### config.mk
export PLATFORM = sky130hd
export DESIGN_NAME = vga_sync_generator
export DESIGN_NICKNAME = d
export VERILOG_FILES = /design/src/rtl/vga_sync_generator.sv
export SDC_FILE = /design/constraint.sdc
export NUM_CORES = 1
export LEC_CHECK = 0
export CORE_UTILIZATION = 50
export DETAILED_ROUTE_END_ITERATION = 8
export PLACE_DENSITY = 0.74
export SLEW_MARGIN = 0
export SYNTH_ARGS = -nofsm -noshare
export SYNTH_HDL_FRONTEND = slang
export SYNTH_SLANG_ARGS = --single-unit
### constraint.sdc
create_clock -name vga_clock -period 4.19 [get_ports vga_clock]
set_input_delay 1.0475 -clock vga_clock [delete_from_list [all_inputs] [get_ports vga_clock]]
set_output_delay 1.0475 -clock vga_clock [all_outputs]
set_load 0.02 [all_outputs]
### src/rtl/vga_sync_generator.sv
// 640x480@60 raster timing: column/row, syncs, enable and frame/vblank strobes.
// All outputs registered and mutually aligned; free-running, no backpressure.
module vga_sync_generator #(
  parameter int   H_VISIBLE   = 640,
  parameter int   H_FRONT     = 16,
  parameter int   H_SYNC      = 96,
  parameter int   H_BACK      = 48,
  parameter int   V_VISIBLE   = 480,
  parameter int   V_FRONT     = 10,
  parameter int   V_SYNC      = 2,
  parameter int   V_BACK      = 33,
  parameter logic SYNC_ACTIVE = 1'b0,
  parameter int   CLK_DIV     = 1
) (
  input  logic        vga_clock,
  input  logic        reset,
  output logic [31:0] column,
  output logic [31:0] row,
  output logic        display_enable,
  output logic        vga_hsync,
  output logic        vga_vsync,
  output logic        frame_start,
  output logic        vblank_start,
  output logic [15:0] frame_count
);

  typedef enum logic [1:0] {VISIBLE, FRONT, SYNC, BACK} phase_t;

  localparam logic [31:0] H_TOTAL = 32'(H_VISIBLE + H_FRONT + H_SYNC + H_BACK);
  localparam logic [31:0] V_TOTAL = 32'(V_VISIBLE + V_FRONT + V_SYNC + V_BACK);
  localparam logic [31:0] H_FP    = 32'(H_VISIBLE);
  localparam logic [31:0] H_SP    = 32'(H_VISIBLE + H_FRONT);
  localparam logic [31:0] H_BP    = 32'(H_VISIBLE + H_FRONT + H_SYNC);
  localparam logic [31:0] V_FP    = 32'(V_VISIBLE);
  localparam logic [31:0] V_SP    = 32'(V_VISIBLE + V_FRONT);
  localparam logic [31:0] V_BP    = 32'(V_VISIBLE + V_FRONT + V_SYNC);
  localparam logic [2:0]  PRESC_LAST = 3'(CLK_DIV - 1);

  logic [2:0]  presc;
  logic        tick;
  logic        h_wrap;
  logic [31:0] column_nxt;
  logic [31:0] row_nxt;
  phase_t      h_state, v_state, h_state_nxt, v_state_nxt;

  // Phase advances when the position enters the first column/row of the next region.
  function automatic phase_t advance(input phase_t cur, input logic [31:0] pos,
                                     input logic [31:0] fp, input logic [31:0] sp,
                                     input logic [31:0] bp);
    advance = cur;
    case (cur)
      VISIBLE: if (pos == fp)    advance = FRONT;
      FRONT:   if (pos == sp)    advance = SYNC;
      SYNC:    if (pos == bp)    advance = BACK;
      BACK:    if (pos == 32'd0) advance = VISIBLE;
      default: advance = BACK;
    endcase
  endfunction

  always_comb begin
    tick        = (presc == PRESC_LAST);
    h_wrap      = (column == H_TOTAL - 32'd1);
    column_nxt  = h_wrap ? 32'd0 : column + 32'd1;
    row_nxt     = row;
    v_state_nxt = v_state;
    if (h_wrap) begin
      row_nxt     = (row == V_TOTAL - 32'd1) ? 32'd0 : row + 32'd1;
      v_state_nxt = advance(v_state, row_nxt, V_FP, V_SP, V_BP);
    end
    h_state_nxt = advance(h_state, column_nxt, H_FP, H_SP, H_BP);
  end

  // Reset parks at the last pixel of the frame so the first tick lands on (0,0).
  always_ff @(posedge vga_clock) begin
    if (!reset) begin
      presc          <= PRESC_LAST;
      column         <= H_TOTAL - 32'd1;
      row            <= V_TOTAL - 32'd1;
      h_state        <= BACK;
      v_state        <= BACK;
      display_enable <= 1'b0;
      vga_hsync      <= ~SYNC_ACTIVE;
      vga_vsync      <= ~SYNC_ACTIVE;
      frame_start    <= 1'b0;
      vblank_start   <= 1'b0;
      frame_count    <= 16'd0;
    end else begin
      frame_start  <= 1'b0;
      vblank_start <= 1'b0;
      if (tick) begin
        presc          <= 3'd0;
        column         <= column_nxt;
        row            <= row_nxt;
        h_state        <= h_state_nxt;
        v_state        <= v_state_nxt;
        display_enable <= (h_state_nxt == VISIBLE) && (v_state_nxt == VISIBLE);
        vga_hsync      <= (h_state_nxt == SYNC) ? SYNC_ACTIVE : ~SYNC_ACTIVE;
        vga_vsync      <= (v_state_nxt == SYNC) ? SYNC_ACTIVE : ~SYNC_ACTIVE;
        if (column_nxt == 32'd0 && row_nxt == 32'd0) begin
          frame_start <= 1'b1;
          frame_count <= frame_count + 16'd1;
        end
        if (column_nxt == 32'd0 && row_nxt == V_FP)
          vblank_start <= 1'b1;
      end else begin
        presc <= presc + 3'd1;
      end
    end
  end

endmodule
Word level (Yosys, flattened, before mapping)
Cells that the tools add are included.
Widths: inputs -> output; s select.
- shift-type cells: 0
- order comparisons: 0
- reduce and logical (&&, ||, !) cells: 14
- multiply operators: 0
- add/subtract/negate cells: 4
- bitwise gates (word level): 1
- equality and inequality tests: 17
- divide/modulo/power cells: 0
- multiplexer cells: 18
- operators by type and width (kind ; count):
    $eq 32x10->1 const B ; 5
    $eq 32x9->1 const B ; 4
    $logic_not 32->1 ; 3
    $mux 32 ; 3
    $add 32x1->32 const B ; 2
    $mux 2 ; 9
    $add 16x1->16 const B ; 1
    $pmux 2 s4 ; 2
    $eq 2x2->1 const B ; 6
    $logic_not 2->1 ; 4
    $eq 2x1->1 const B ; 2
    $mux 1 ; 4
    $reduce_and 2->1 ; 2
    $add 3x1->3 const B ; 1
    $logic_and 1x1->1 ; 3
    $logic_not 3->1 ; 1
    $reduce_or 2->1 ; 1
    $not 1->1 ; 1
- ROM bits: 0
- input port bits: 2
- register bits after elaboration: 92
- bits in latches: 0
- RAM bits: 0
- memories kept: 0

Depth between registers and ports, before layout
- depth in word-level cells: 8
- mapped depth: 15

Least setup slack after synthesis
OpenSTA, ideal clock, no wires.
- path type: flip-flop to flip-flop
- start point: register column[1]
- end point: register frame_count[6]
- period minus slack after synthesis: 3.153 ns
- arrival time: 3.039 ns
- path buffers: 2
- cell stages (with the launch flop): 13
- setup slack: 1.037 ns
- path through: dfxtp_1 > ha_1 > and4_1 > buf_2 > nand4_4 > nor4_2 > nand3_1 > a21oi_1 > nand4b_2 > nor3_1 > buf_2 > a31oi_1 > o21a_1
- cells in the longest elaborated chain, start to end: 5
- elaborated cells between the ends (all ways): 8
- classes of those cells: 1 x add/sub; 1 x eq/ne; 2 x mux; 4 x reduce/logical
- RTL lines (item ; RTL line ; RTL):
    start: declaration ; 17 ; output logic [31:0] column,
    start signal: assignment ; 77 ; column <= H_TOTAL - 32'd1;
    start signal: assignment ; 92 ; column <= column_nxt;
    $add 32x1->32 or $eq 32x10->1 (tied branches) ; 63, 62 ;
    $mux 32 (on tied branches) ; 63, 66 ;
    $logic_not 32->1 ; 99 ; if (column_nxt == 32'd0 && row_nxt == 32'd0) begin
    $logic_and 1x1->1 * ; 99 ;
    $reduce_and 2->1 (no line) * ; -- ;
    end signal: assignment ; 101 ; frame_count <= frame_count + 16'd1;
    end: declaration ; 24 ; output logic [15:0] frame_count
Every way passes the cells marked *; elsewhere a longest branch is shown, timed or not.
A chain may end at the register's enable or synchronous reset.

Worst setup path in the final report
- start point: register row[8]
- end point: register frame_count[4]
- cells in the longest elaborated chain, start to end: 6
- elaborated cells between the ends (all ways): 7
- classes of those cells: 1 x add/sub; 1 x eq/ne; 2 x mux; 3 x reduce/logical
- RTL lines (item ; RTL line ; RTL):
    start: declaration ; 18 ; output logic [31:0] row,
    start signal: assignment ; 78 ; row <= V_TOTAL - 32'd1;
    start signal: assignment ; 93 ; row <= row_nxt;
    $add 32x1->32 or $eq 32x10->1 (tied branches) ; 67 ; row_nxt = (row == V_TOTAL - 32'd1) ? 32'd0 : row + 32'd1;
    $mux 32 ; 67 ;
    $mux 32 * ; 66 ; if (h_wrap) begin
    $logic_not 32->1 * ; 99 ;
    $logic_and 1x1->1 * ; 99 ;
    $reduce_and 2->1 (no line) * ; -- ;
Marked as above.

==> impl_summary.md <==
Setup path
The type of the setup path with the least slack is reg2reg. The kind of launch point of the worst setup path is a flip-flop. STA puts the critical path data arrival time at 4.09 ns. The maximum fanout along the worst path is 24. The start point of the critical path is row[8]. The startpoint of the worst-slack reg-to-reg timing path is row[8].

The nature of the critical path endpoint is a flip-flop. The required time at the endpoint of the critical path is 4.45 ns.

Yosys
The post-synthesis net count is 941. Counting flops with an async set or reset pin after synthesis yields a share of 0. Synthesis produced a netlist whose cell count is 933. Each instance of the synthesized netlist takes up on average 7.33 µm². Synthesis inferred 92 register bits. Of the synthesized area, sequential elements account for 0.269. The area of the mapped netlist is 6840 µm². The flip-flop cell with the highest count after synthesis is dfxtp_1. Yosys printed 0 warnings. The count of different cell masters after synthesis is 76.

Yosys mapped a number of flops with a built-in enable equal to 0.

Power and ir drop
The part of the power in registers is 0.334. In this run the static leakage power is 0.00263 µW. The switching power summed over all nets is 1400 µW. The fraction of power spent switching nets is 0.429.

The total power density per cell area is 410 nW/µm². The clock network power share is 0.242. The worst vdd rail ir drop is 0.000246 V. The combinational power share is 0.424. The internal cell power is 1870 µW.

Floorplanning
The die covers 14200 µm². For this configuration, the core starts out at a cell density of 0.515. The region available for standard cell placement spans 13300 µm².

The top-level port count is 87. The floorplan has 42 rows. The width of the chip is 119 µm. The overall die height is 119 µm.

Flow run
Max-cap violations in this run came to 0.

STA
The count of pins over their slew limit was 0. The highest clock rate is 261 MHz. Setup violations remaining at the end of the flow were counted as 0. The setup TNS is 0 ns. The worst hold margin is 0.454 ns. The final-report hold violation count was 0.

The fraction of the cycle the final worst path needs is 0.915. Setup repair after global routing left no endpoint under its margin. Counting I/O delays and the setup requirement, the final critical path takes 3.84 ns. The setup clock skew after layout is 0.00757 ns. The worst pin sits at a relative slew slack of 0.373.

The worst path setup slack after routing is 0.355 ns. The actual transition at the worst max-transition pin is 0.931 ns.

Drt
Before antenna repair, the detailed router went through 5 iterations. The number of remaining DRC errors is 0. Using the TritonRoute via totals, the vias-per-cell ratio works out to 6.37. The final routed wirelength across all metal layers is 22000 µm. After detailed routing, the average wire length per cell comes to 19.1 µm. Detailed routing inserted a total of 7343 vias. The number of DRC violations after detailed-routing iteration 0 is 748. The remaining number of nets flagged by the antenna check after routing is 0.

Global routing
The initial antenna violation count was 0. The global-route congestion overflow total is 0. The global router's overall resource usage is 0.315. The first global-routing pass estimated 35700 µm of wire. Entering global routing, the biggest net connects 29 pins. The number of global-route vias before repair is 6661.

Finish
In the final layout, the share of cells above drive strength 1 is 0.0830. The antenna cell count is 0. Compared with the post-synthesis result, the final layout area differs by 16.5%. The total non-filler cell area in the finished layout is 7970 µm². Measured on the finished design, the core utilization comes to 0.599. Fill cells in the final layout number 1262. The final layout contains 981 nets.

Hold path
The kind of path behind the tightest hold check is reg2reg. The hold path startpoint is presc[0].

Clock network
The clock reaches the later pin of the worst-skew pair after 0.36 ns. Clock-pin slew was measured on the worst setup and hold paths at 0.07 ns. The clock sink count is 92.

The count of H-tree levels built during CTS is 3. Clock tree synthesis selected as its root buffer the cell clkbuf_16. The number of setup buffers added after CTS is 0.

The maximum clock insertion buffer count is 2. Buffers inserted to repair hold after CTS numbered 0. The TritonCTS clock tree is built.

The number of buffers added by the clock tree synthesis step is 9. The count of instances resized after the clock tree is built is 0.

Placement
Once placement finished, the instance area stood at 7700 µm². The number of port buffers is 86. Timing analysis after detailed placement gives a worst setup slack of 0.493 ns.

The weighted congestion at the end of routability-driven global placement is 1.02. The HPWL after detailed placement is 15600 µm.

Run status
The flow ran to the end, and the final reports show no timing, DRC or antenna violations.
## flip-flops by register name (all words and copies together) (netlist names), 2 cells and up
name         count
column          32
row             32
frame_count     16
presc            3
h_state          2
v_state          2
## worst paths after layout
path | endpoint | slack [ns] | cells past startpoint
setup / recovery | frame_count[4] | 0.35 | 10
hold / removal | presc[0] | 0.45 | 1
setup reg to reg | frame_count[4] | 0.35 | 10
hold reg to reg | presc[0] | 0.45 | 1
## area by class of cell
cell class                 instances  area (µm²)  share of cell area
multi-input combinational        737        4520               0.567
sequential                        92        1840               0.231
timing repair buffer             109        1030               0.130
clock buffer                      11         243              0.0305
tap                              176         220              0.0276
inverter                          24        90.1              0.0113
clock inverter                     3        23.8             0.00298
## routing by layer
metal,global-route usage,vias up,share of wire
li1,-,3497,-
met1,0.421,3476,0.43
met2,0.508,317,0.47
met3,0.0527,53,0.069
met4,0.111,0,0.025
met5,0,-,0
## through the flow
stage | power [µW] | instances
floorplan | 1990 | 933
global placement | 2460 | 1138
detailed placement | 2470 | 1138
CTS | 3260 | 1152
global route | 3440 | 1152
finish | 3270 | 1152
## cells in the final DEF, fill, tap and decap left out, drive strengths merged, types with 20 or more instances in the layout
master	Yosys	layout
and3	27	27
nand3	57	57
nor2	90	90
buf	36	23
a21oi	56	56
nand4	45	45
nor3	49	49
xor2	20	20
or3	21	21
dfxtp	92	92
nor4	27	27
inv	24	25
xnor2	32	32
o21ai	56	56
nand2	89	89
clkdlybuf4s50	0	86
## kinds of logic (layout without fill, tap and decap cells)
family,Yosys count,after routing,synth area share
mux,8,8,0.0121
fa+ha+maj,6,6,0.0110
flops,92,92,0.269
xor+xnor,52,52,0.0666
compound gates,202,202,0.192
buf+inv,104,147,0.0719
simple gates,469,469,0.377
## power groups by stage
stage / clock (µW) / sequential (µW) / combinational [µW]
finish: 791 / 1090 / 1390
global route: 834 / 1110 / 1500
CTS: 800 / 1090 / 1370
detailed placement: 0 / 1110 / 1360
global placement: 0 / 1100 / 1350
floorplan: 0 / 1070 / 922
## cell usage after synthesis, drive strengths merged (3+ instances only)
master / number / area, µm²
a41oi: 3 / 26.3
o21a: 7 / 52.6
a21oi: 56 / 280
o31ai: 4 / 30.0
nand3: 57 / 290
nand2: 89 / 334
or4: 6 / 45.0
and3: 27 / 174
nand2b: 9 / 56.3
mux2i: 6 / 60.1
nor4: 27 / 245
nand4b: 4 / 47.6
buf: 36 / 236
a211oi: 7 / 52.6
a31o: 10 / 87.6
a31oi: 11 / 68.8
dfxtp: 92 / 1840
a22oi: 5 / 37.5
o211ai: 8 / 65.1
a311oi: 4 / 35.0
nand3b: 6 / 45.0
nand4: 45 / 303
xor2: 20 / 175
clkbuf: 44 / 165
a21o: 4 / 30.0
o21ai: 56 / 280
nor2: 90 / 338
xnor2: 32 / 280
a2111oi: 4 / 53.8
nor3: 49 / 255
inv: 24 / 90.1
and4: 17 / 153
or3: 21 / 131
and2: 8 / 50.1
or2: 8 / 50.1
ha: 6 / 75.1
## critical path, cell delays in order, from the launching register on
cell,delay [ns]
dfxtp_1,0.63
nand3_1,0.28
nor4_1,0.86
nand3_1,0.31
xor2_1,0.28
o211ai_2,0.15
a2111oi_4,0.43
and3_1,0.20
buf_4,0.25
a31oi_1,0.13
o21a_1,0.19
Power figures use the tool's default switching activity.
